===== src/rtl/prach_fft_pkg.sv =====
// prach_fft_pkg: shared types for the PRACH FFT scheduler.
// Holds the scheduler state encoding and the minimum legal FFT length.
package prach_fft_pkg;

  typedef enum logic [1:0] {
    SCH_IDLE,
    SCH_CFG,
    SCH_STREAM,
    SCH_WAIT_DONE
  } sch_state_e;

  localparam int PRACH_MIN_NFFT = 2;

endpackage


===== src/rtl/jb_rr_arbiter.sv =====
// jb_rr_arbiter: combinational round-robin pick, search upward from i_ptr.
// Ports: i_req request vector, i_ptr start index; o_gnt one-hot, o_idx, o_vld.
module jb_rr_arbiter #(
  parameter int N      = 4,
  parameter int IDX_BW = 2
) (
  input  logic [N-1:0]      i_req,
  input  logic [IDX_BW-1:0] i_ptr,
  output logic [N-1:0]      o_gnt,
  output logic [IDX_BW-1:0] o_idx,
  output logic              o_vld
);

  logic [IDX_BW-1:0] w_j;

  always_comb begin
    o_gnt = '0;
    o_idx = '0;
    o_vld = 1'b0;
    w_j   = '0;
    for (int k = 0; k < N; k++) begin
      w_j = IDX_BW'((int'(i_ptr) + k) % N);
      if (!o_vld && i_req[w_j]) begin
        o_vld      = 1'b1;
        o_idx      = w_j;
        o_gnt[w_j] = 1'b1;
      end
    end
  end

endmodule


===== src/rtl/jb_prach_fft_scheduler.sv =====
// jb_prach_fft_scheduler: round-robin sharing of one PRACH FFT among carriers.
// In: clk, reset, clk_en, car_en, sym_rdy, car_nfft, fft_cfg_ready,
//   fft_tready, fft_done.
// Out: fft_cfg_valid/nfft, rd_en, rd_sel, rd_last, busy, pend,
//   ovf_err, cfg_err.
module jb_prach_fft_scheduler
  import prach_fft_pkg::*;
#(
  parameter int NUM_CAR   = 4,
  parameter int CAR_ID_BW = 2,
  parameter int CNT_BW    = 12
) (
  input  logic                      clk,
  input  logic                      reset,
  input  logic                      clk_en,
  input  logic [NUM_CAR-1:0]        car_en,
  input  logic [NUM_CAR-1:0]        sym_rdy,
  input  logic [NUM_CAR*CNT_BW-1:0] car_nfft,
  output logic                      fft_cfg_valid,
  output logic [CNT_BW-1:0]         fft_cfg_nfft,
  input  logic                      fft_cfg_ready,
  input  logic                      fft_tready,
  output logic                      rd_en,
  output logic [CAR_ID_BW-1:0]      rd_sel,
  output logic                      rd_last,
  input  logic                      fft_done,
  output logic                      busy,
  output logic [NUM_CAR-1:0]        pend,
  output logic [NUM_CAR-1:0]        ovf_err,
  output logic [NUM_CAR-1:0]        cfg_err
);

  sch_state_e r_state;
  sch_state_e w_state_nxt;

  logic [NUM_CAR-1:0]   r_pend;
  logic [NUM_CAR-1:0]   r_ovf;
  logic [NUM_CAR-1:0]   r_cfg_err;
  logic [CAR_ID_BW-1:0] r_rr_ptr;
  logic [CAR_ID_BW-1:0] r_rd_sel;
  logic [CNT_BW-1:0]    r_nfft;
  logic [CNT_BW-1:0]    r_cnt;

  logic [NUM_CAR-1:0]   w_arb_gnt;
  logic [CAR_ID_BW-1:0] w_arb_idx;
  logic                 w_arb_vld;
  logic [CNT_BW-1:0]    w_sel_nfft;
  logic                 w_arb_go;
  logic                 w_len_bad;
  logic                 w_rd_en;
  logic                 w_rd_last;
  logic [NUM_CAR-1:0]   w_set;
  logic [NUM_CAR-1:0]   w_clr;
  logic [NUM_CAR-1:0]   w_pend_nxt;

  jb_rr_arbiter #(
    .N      (NUM_CAR),
    .IDX_BW (CAR_ID_BW)
  ) u_arb (
    .i_req (r_pend),
    .i_ptr (r_rr_ptr),
    .o_gnt (w_arb_gnt),
    .o_idx (w_arb_idx),
    .o_vld (w_arb_vld)
  );

  assign w_sel_nfft = car_nfft[w_arb_idx*CNT_BW +: CNT_BW];
  assign w_len_bad  = w_sel_nfft < CNT_BW'(PRACH_MIN_NFFT);
  assign w_arb_go   = (r_state == SCH_IDLE) && w_arb_vld;

  always_ff @(posedge clk) begin
    if (reset) r_state <= SCH_IDLE;
    else       r_state <= w_state_nxt;
  end

  always_comb begin
    w_state_nxt = r_state;
    if (clk_en) begin
      unique case (r_state)
        SCH_IDLE:
          if (w_arb_vld && !w_len_bad) w_state_nxt = SCH_CFG;
        SCH_CFG:
          if (fft_cfg_ready) w_state_nxt = SCH_STREAM;
        SCH_STREAM:
          if (w_rd_last) w_state_nxt = SCH_WAIT_DONE;
        SCH_WAIT_DONE:
          if (fft_done) w_state_nxt = SCH_IDLE;
        default:
          w_state_nxt = SCH_IDLE;
      endcase
    end
  end

  always_comb begin
    fft_cfg_valid = (r_state == SCH_CFG);
    busy          = (r_state != SCH_IDLE);
    w_rd_en       = clk_en && fft_tready && (r_state == SCH_STREAM);
    w_rd_last     = w_rd_en && (r_cnt == r_nfft - CNT_BW'(1));
  end

  // The streaming carrier keeps its request through an enable drop so
  // the FFT frame completes; a new sym_rdy beats any clear.
  always_comb begin
    w_set = sym_rdy & car_en;
    w_clr = ~car_en;
    if (r_state == SCH_STREAM) w_clr[r_rd_sel] = 1'b0;
    if (w_rd_last) w_clr[r_rd_sel] = 1'b1;
    if (w_arb_go && w_len_bad) w_clr = w_clr | w_arb_gnt;
    w_pend_nxt = w_set | (r_pend & ~w_clr);
  end

  always_ff @(posedge clk) begin
    if (reset) begin
      r_pend    <= '0;
      r_ovf     <= '0;
      r_cfg_err <= '0;
      r_rr_ptr  <= '0;
      r_rd_sel  <= '0;
      r_nfft    <= '0;
      r_cnt     <= '0;
    end else if (clk_en) begin
      r_pend <= w_pend_nxt;
      r_ovf  <= r_ovf | (w_set & r_pend);
      if (w_arb_go) begin
        r_rd_sel <= w_arb_idx;
        r_nfft   <= w_sel_nfft;
        if (w_arb_idx == CAR_ID_BW'(NUM_CAR - 1))
          r_rr_ptr <= '0;
        else
          r_rr_ptr <= w_arb_idx + CAR_ID_BW'(1);
        if (w_len_bad) r_cfg_err <= r_cfg_err | w_arb_gnt;
      end
      if (r_state == SCH_CFG && fft_cfg_ready)
        r_cnt <= '0;
      else if (w_rd_en)
        r_cnt <= r_cnt + CNT_BW'(1);
    end
  end

  assign rd_en        = w_rd_en;
  assign rd_last      = w_rd_last;
  assign rd_sel       = r_rd_sel;
  assign fft_cfg_nfft = r_nfft;
  assign pend         = r_pend;
  assign ovf_err      = r_ovf;
  assign cfg_err      = r_cfg_err;

endmodule


===== config.mk =====
export PLATFORM = sky130hd
export DESIGN_NAME = jb_prach_fft_scheduler
export DESIGN_NICKNAME = d
export VERILOG_FILES = /design/src/rtl/prach_fft_pkg.sv /design/src/rtl/jb_rr_arbiter.sv /design/src/rtl/jb_prach_fft_scheduler.sv
export SDC_FILE = /design/constraint.sdc
export NUM_CORES = 1
export LEC_CHECK = 0
export ABC_AREA = 0
export CORE_MARGIN = 5
export CORE_UTILIZATION = 55
export CTS_CLUSTER_SIZE = 28
export DETAILED_ROUTE_END_ITERATION = 8
export HOLD_SLACK_MARGIN = 0.05
export PLACE_DENSITY_LB_ADDON = 0.2
export SLEW_MARGIN = 20
export SYNTH_ARGS = -nofsm -noshare
export SYNTH_HDL_FRONTEND = slang
export SYNTH_SLANG_ARGS = --single-unit

===== constraint.sdc =====
create_clock -name clk -period 6.95 [get_ports clk]
set_clock_uncertainty 0.05 [all_clocks]
set_input_delay 0.695 -clock clk [delete_from_list [all_inputs] [get_ports clk]]
set_output_delay 0.695 -clock clk [all_outputs]
set_load 0.01 [all_outputs]

Word level (Yosys, flattened, before mapping)
Index checks and enable logic that the tools add are counted.
{"block": "totals", "inputBits": 62, "regBits": 42, "word_cells": 118, "output_inout_bits": 30}
{"block": "classes", "reduce_logical": 26, "bitwise": 15, "n_eq_ne": 9, "n_addsub": 6, "mul": 1, "mux": 41, "n_shift": 1, "n_lt_le_gt_ge": 11}
{"op": "$shiftx 48x7->12", "count": 1}
{"op": "$or 4x4->4", "count": 8}
{"op": "$mux 4", "count": 7}
{"op": "$mux 12", "count": 2}
{"op": "$mux 2", "count": 9}
{"op": "$and 4x4->4", "count": 4}
{"op": "$logic_and 1x1->1", "count": 15}
{"op": "$lt 2x3->1 const B", "count": 5}
{"op": "$mux 1", "count": 13}
{"op": "$add 12x1->12 const B", "count": 1}
{"op": "$eq 12x12->1", "count": 1}
{"op": "$lt 12x2->1 const B", "count": 1}
{"op": "$not 4->4", "count": 3}
{"op": "$sub 12x1->12 const B", "count": 1}
{"op": "$demux 1 s2", "count": 5}
{"op": "$ge 2x1->1 const B", "count": 5}
{"op": "$bmux 1 s2", "count": 4}
{"op": "$pmux 2 s4", "count": 1}
{"op": "$eq 2x2->1 const B", "count": 3}
{"op": "$reduce_and 5->1", "count": 1}
{"op": "$add 2x1->2 const B", "count": 2}
{"op": "$add 2x2->2 const B", "count": 2}
{"op": "$logic_not 1->1", "count": 4}
{"op": "$mul 2x2->4 const B", "count": 1}
{"op": "other kinds (7)", "count": 11}

Logic depth before layout (Yosys ltp)
{"block": "logic_depth", "ltp_word": 20, "ltp_mapped": 17, "depth_no_buf": 11}

Modules after synthesis
A second synthesis with hierarchy kept.
{"block": "hier_totals", "cells_unflattened": 361, "area_unflattened_um2": 3118.0}
{"mod": "jb_prach_fft_scheduler", "cells_per_inst": 316, "instances": 1, "seq_area_each_um2": 840.8, "area_per_inst_um2": 2695.1}
{"mod": "jb_rr_arbiter", "cells_per_inst": 45, "instances": 1, "seq_area_each_um2": 0.0, "area_per_inst_um2": 422.9}

Worst setup path after synthesis
Ideal clock, no wire load.
{"block": "synth_path", "path_type": "reg2reg", "from": "reg r_rr_ptr[0]", "to": "reg r_pend[0] (netlist: pend[0])", "required_ns": 6.784, "setup_ns": 0.116, "arrival_time_ns": 3.925, "synth_period_minus_slack_ns": 4.091, "path_stages_with_launch": 17, "path_buffers": 5, "path_slack_ns": 2.859, "cell_sequence": "dfxtp_1 > buf_2 > inv_1 > clkbuf_1 > clkbuf_1 > ha_1 > buf_1 > nand3b_1 > a2111o_1 > o211ai_1 > o32a_1 > buf_2 > a311o_1 > or3_1 > a211oi_4 > nand3_1 > a41o_1"}
{"block": "synth_between", "elab_chain_len": 20, "elab_cells_between_ends": 62, "cone_classes": "add/sub: 3; mul: 1; order compare: 9; shift: 1; mux: 29; bitwise: 7; reduce/logical: 12"}
{"item": "start, declared", "line_no": "jb_prach_fft_scheduler.sv:39", "source": "logic [CAR_ID_BW-1:0] r_rr_ptr;"}
{"item": "start signal, assigned", "line_no": "jb_prach_fft_scheduler.sv:130", "source": "r_rr_ptr <= w_arb_idx + CAR_ID_BW'(1);"}
{"item": "branches (longest 16 deep; another with $mul 2x2->4)"}
{"item": "$mux 4 (*)", "line_no": "jb_prach_fft_scheduler.sv:108", "source": "if (w_arb_go && w_len_bad) w_clr = w_clr | w_arb_gnt;"}
{"item": "$not 4->4 (*)", "line_no": "jb_prach_fft_scheduler.sv:109", "source": "w_pend_nxt = w_set | (r_pend & ~w_clr);"}
{"item": "$and 4x4->4 (*)", "line_no": "jb_prach_fft_scheduler.sv:109"}
{"item": "$or 4x4->4 (*)", "line_no": "jb_prach_fft_scheduler.sv:109"}
{"item": "end signal, assigned", "line_no": "jb_prach_fft_scheduler.sv:122", "source": "r_pend <= w_pend_nxt;"}
{"item": "end, declared", "line_no": "jb_prach_fft_scheduler.sv:36", "source": "logic [NUM_CAR-1:0] r_pend;"}
Every way passes the cells marked *. The select of a mux whose other input is x is not followed.
A chain may end at the register's enable or synchronous reset.

Worst setup path in the final report
{"block": "layout_path", "from": "reg r_rr_ptr[0]", "to": "reg r_pend[1] (netlist: pend[1])"}
Same word-level chain as after synthesis.

==> qor.yml <==
power:
  p_comb_share_pct: 43.2
  intPower_mw: 0.5313
  pwr-share-seq_pct: 33.0
  clkPwrFrac_pct: 23.8
  swShare_pct: 35.95
  ir_drop_mv: 0.1221
  p_sw_mw: 0.2983
  leakage_nw: 1.658
  power.total_mw: 0.8296
  p_per_area_nw_per_um2: 175.4
logic_synthesis:
  yosys.area.top_type_share_pct: 22.54
  postSynthCellCount: 504
  yosysWarnings: 0
  yosysMostFrequentCell: "nand2_1"
  synth_seq_cells: 42
  avgSynthCellArea_um2: 7.403
  yosys_most_used_dff: "dfxtp_1"
  syn_nets: 577
  synth.distinct_cells: 66
  ys_top_cells_by_count: "48 x nand2_1, 47 x nor2_1, 42 x dfxtp_1"
  yosysSeqAreaShare_pct: 22.54
  syn_area_um2: 3731
  synth_enable_flop_cells: 0
  async_reset_ff_share_pct: 0
  synth-simple-area-share_pct: 25.82
  synthXorXnorAreaFrac_pct: 5.164
  yosys.area_share.adder_pct: 3.689
  synth_area_leaders: "dfxtp_1 23%, mux2i_1 4.8%, nand2_1 4.8%"
  synth_compound_area_share_pct: 26.36
  synth_mux_area_share_pct: 9.960
  synth.largest_area_cell: "dfxtp_1"
  synth_top_family_by_area: "compound AO/OA/AOI/OAI gates"
die:
  fp.dieArea_um2: 8531
  io_pins: 92
  std_cell_rows: 30
  die_w_um: 92.37
  core-area_um2: 6681
  dieHeight_um: 92.37
  initial_core_util_pct: 55.84
cells_and_area:
  final_cell_count_no_fill: 649
  nFillCells: 535
  diodes: 0
  final_core_util_pct: 70.79
  design_area_um2: 4730
  area_growth_pct: 26.76
  fin_nets: 642
  drive_gt1_share_pct: 5.097
grt:
  grt_max_degree: 40
  grt.total_usage_pct: 25.88
  grt_pass1_wl_um: 18200
  gr-total-overflow: 0
  grt_antenna_before_repair: 0
  grt_pass1_vias: 3744
setup_path:
  crit-reg2reg-launch: "r_rr_ptr[0]"
  reg2reg_slack_ns: 2.09
  endpoint_kind: "flip-flop"
  crit_path_end: "pend[1]"
  r2r_end: "pend[1]"
  critical_path_class: "flip-flop to flip-flop"
  rr_worst_depth: 11
  startpoint: "r_rr_ptr[0]"
  crit_fanout: 27
  required_ns: 7.08
  cp-start-kind: "flip-flop"
  worstPathArrival_ns: 4.99
sta:
  post-route-min-period_ns: 4.861
  finalHoldViolations: 0
  finalSetupViolations: 0
  hold-worst-slack_ns: 0.4267
  rsz0062_at_grt: "false"
  worst_pin_slew_ns: 1.049
  finalCritPeriodShare_pct: 69.94
  maxSlewViolCount: 0
  setup_ws_ns: 2.089
  finalSetupTns_ns: 0
  timing.fmax_ghz: 0.2057
  relSlewSlack_pct: 29.98
drt:
  wl_per_cell_um: 17.68
  via_per_inst: 6.388
  initialDrtViolationCount: 346
  drt-total-wl_um: 11470
  ant_nets: 0
  num_vias: 4146
  first_pass_iters: 4
  drc: 0
place:
  place_hpwl_um: 8531
  gp_congestion: 0.9594
  io_buffers: 91
  dp_worst_setup_slack_ns: 2.216
  dpl-instance-area_um2: 4617
  dpl.cell_count: 642
min_path:
  hold_class: "flip-flop to flip-flop"
clock_tree:
  clk_pin_slew_ns: 0.08
  ctsHtreeMaxLevel: 2
  cts-hold-fix-buffers: 0
  post_cts_resized: 0
  cts_root_buf: "clkbuf_8"
  clk_latency_ns: 0.29
  cts_buffers: 5
  cts_buffer_depth: 2
  cts.sinks: 42
  cts_setup_buffers: 0
  cts_tree: "done"
run:
  cap_viol_max_count: 0
run_status:
  status: "complete, no violations"
==> placed cells by master, fill, tap and decap left out, types with 4 or more instances in the layout <==
cell type and n:
nand2b_1 6, or3_1 5, o21ai_0 24, a41o_1 4, nor3b_1 4, mux2_2 9, xor2_1 8, a21oi_1 34
a41oi_1 4, nor2b_1 5, dfxtp_1 42, o211ai_1 6, clkdlybuf4s50_1 91, nor4b_1 6, nor3_1 16, o22ai_1 5
ha_1 11, and3_1 4, nand2_1 48, a31oi_1 7, nand4_1 7, nor2_1 47, and2_1 4, xnor2_1 14
clkbuf_8 6, a22oi_1 11, a211oi_1 8, mux4_2 4, inv_1 24, nand3_1 32, mux2i_1 18
==> cell type report <==
type	count	area, um^2	area share (%)
Clock buffer	6	82.58	1.746
Timing Repair Buffer	94	933.4	19.74
Inverter	25	93.84	1.984
Clock inverter	1	30.03	0.6349
Tap cell	80	100.1	2.116
Sequential cell	42	840.8	17.78
Multi-Input combinational cell	401	2649	56.01
==> power by group through the flow <==
stage | combinational [mW] | sequential [mW] | clock [mW]
2_1_floorplan | 0.239 | 0.275 | 0
3_3_place_gp | 0.342 | 0.278 | 0
3_5_place_dp | 0.348 | 0.279 | 0
4_1_cts | 0.353 | 0.273 | 0.200
5_1_grt | 0.389 | 0.277 | 0.212
6_report | 0.358 | 0.274 | 0.197
==> cells by family (layout without fill, tap and decap cells) <==
family | Yosys count | count (layout)
flops | 42 | 42
simple gates | 195 | 195
fa+ha+maj | 11 | 11
buf+inv | 61 | 126
xor+xnor | 22 | 22
mux | 31 | 31
compound gates | 142 | 142
==> state kept, by name, indices dropped and copies added, names as in the netlist <==
register and count:
fft_cfg_nfft 12, r_cnt 12, rd_sel 2, r_rr_ptr 2, ovf_err 4, r_state 2
cfg_err 4, pend 4
==> how the worst min path moves through the flow <==
stage / startpoint / end / depth (start not counted) / slack [ns]
3_5_place_dp: cfg_err[3] / cfg_err[3] / 2 / 0.40
3_3_place_gp: cfg_err[2] / cfg_err[2] / 2 / 0.40
5_1_grt: cfg_err[3] / cfg_err[3] / 2 / 0.45
2_1_floorplan: r_state[1] / r_state[1] / 2 / 0.42
4_1_cts: cfg_err[3] / cfg_err[3] / 2 / 0.42
6_report: cfg_err[3] / cfg_err[3] / 2 / 0.43
==> per-layer routing <==
| metal | vias up | routed length, um | share of wire, % | track usage [%] |
|---|---|---|---|---|
| li1 | 1984 | - | - | - |
| met4 | 0 | 294 | 2.6 | 8.416 |
| met5 | - | 0 | 0 | 0 |
| met3 | 26 | 808 | 7.0 | 4.549 |
| met1 | 1951 | 5002 | 44 | 34.87 |
| met2 | 185 | 5366 | 47 | 41.87 |
==> worst max-delay path, stage by stage (launching register included) <==
cell	delay, ns
dfxtp_1	0.31
inv_1	0.49
ha_1	0.49
or3b_2	0.50
a2111o_1	0.41
o211ai_1	0.19
o32a_1	0.93
nand4b_1	0.22
o22a_1	0.28
nor3_1	0.40
nand3_1	0.18
a41o_1	0.28
Note: power is estimated with default switching activity, not from simulation.
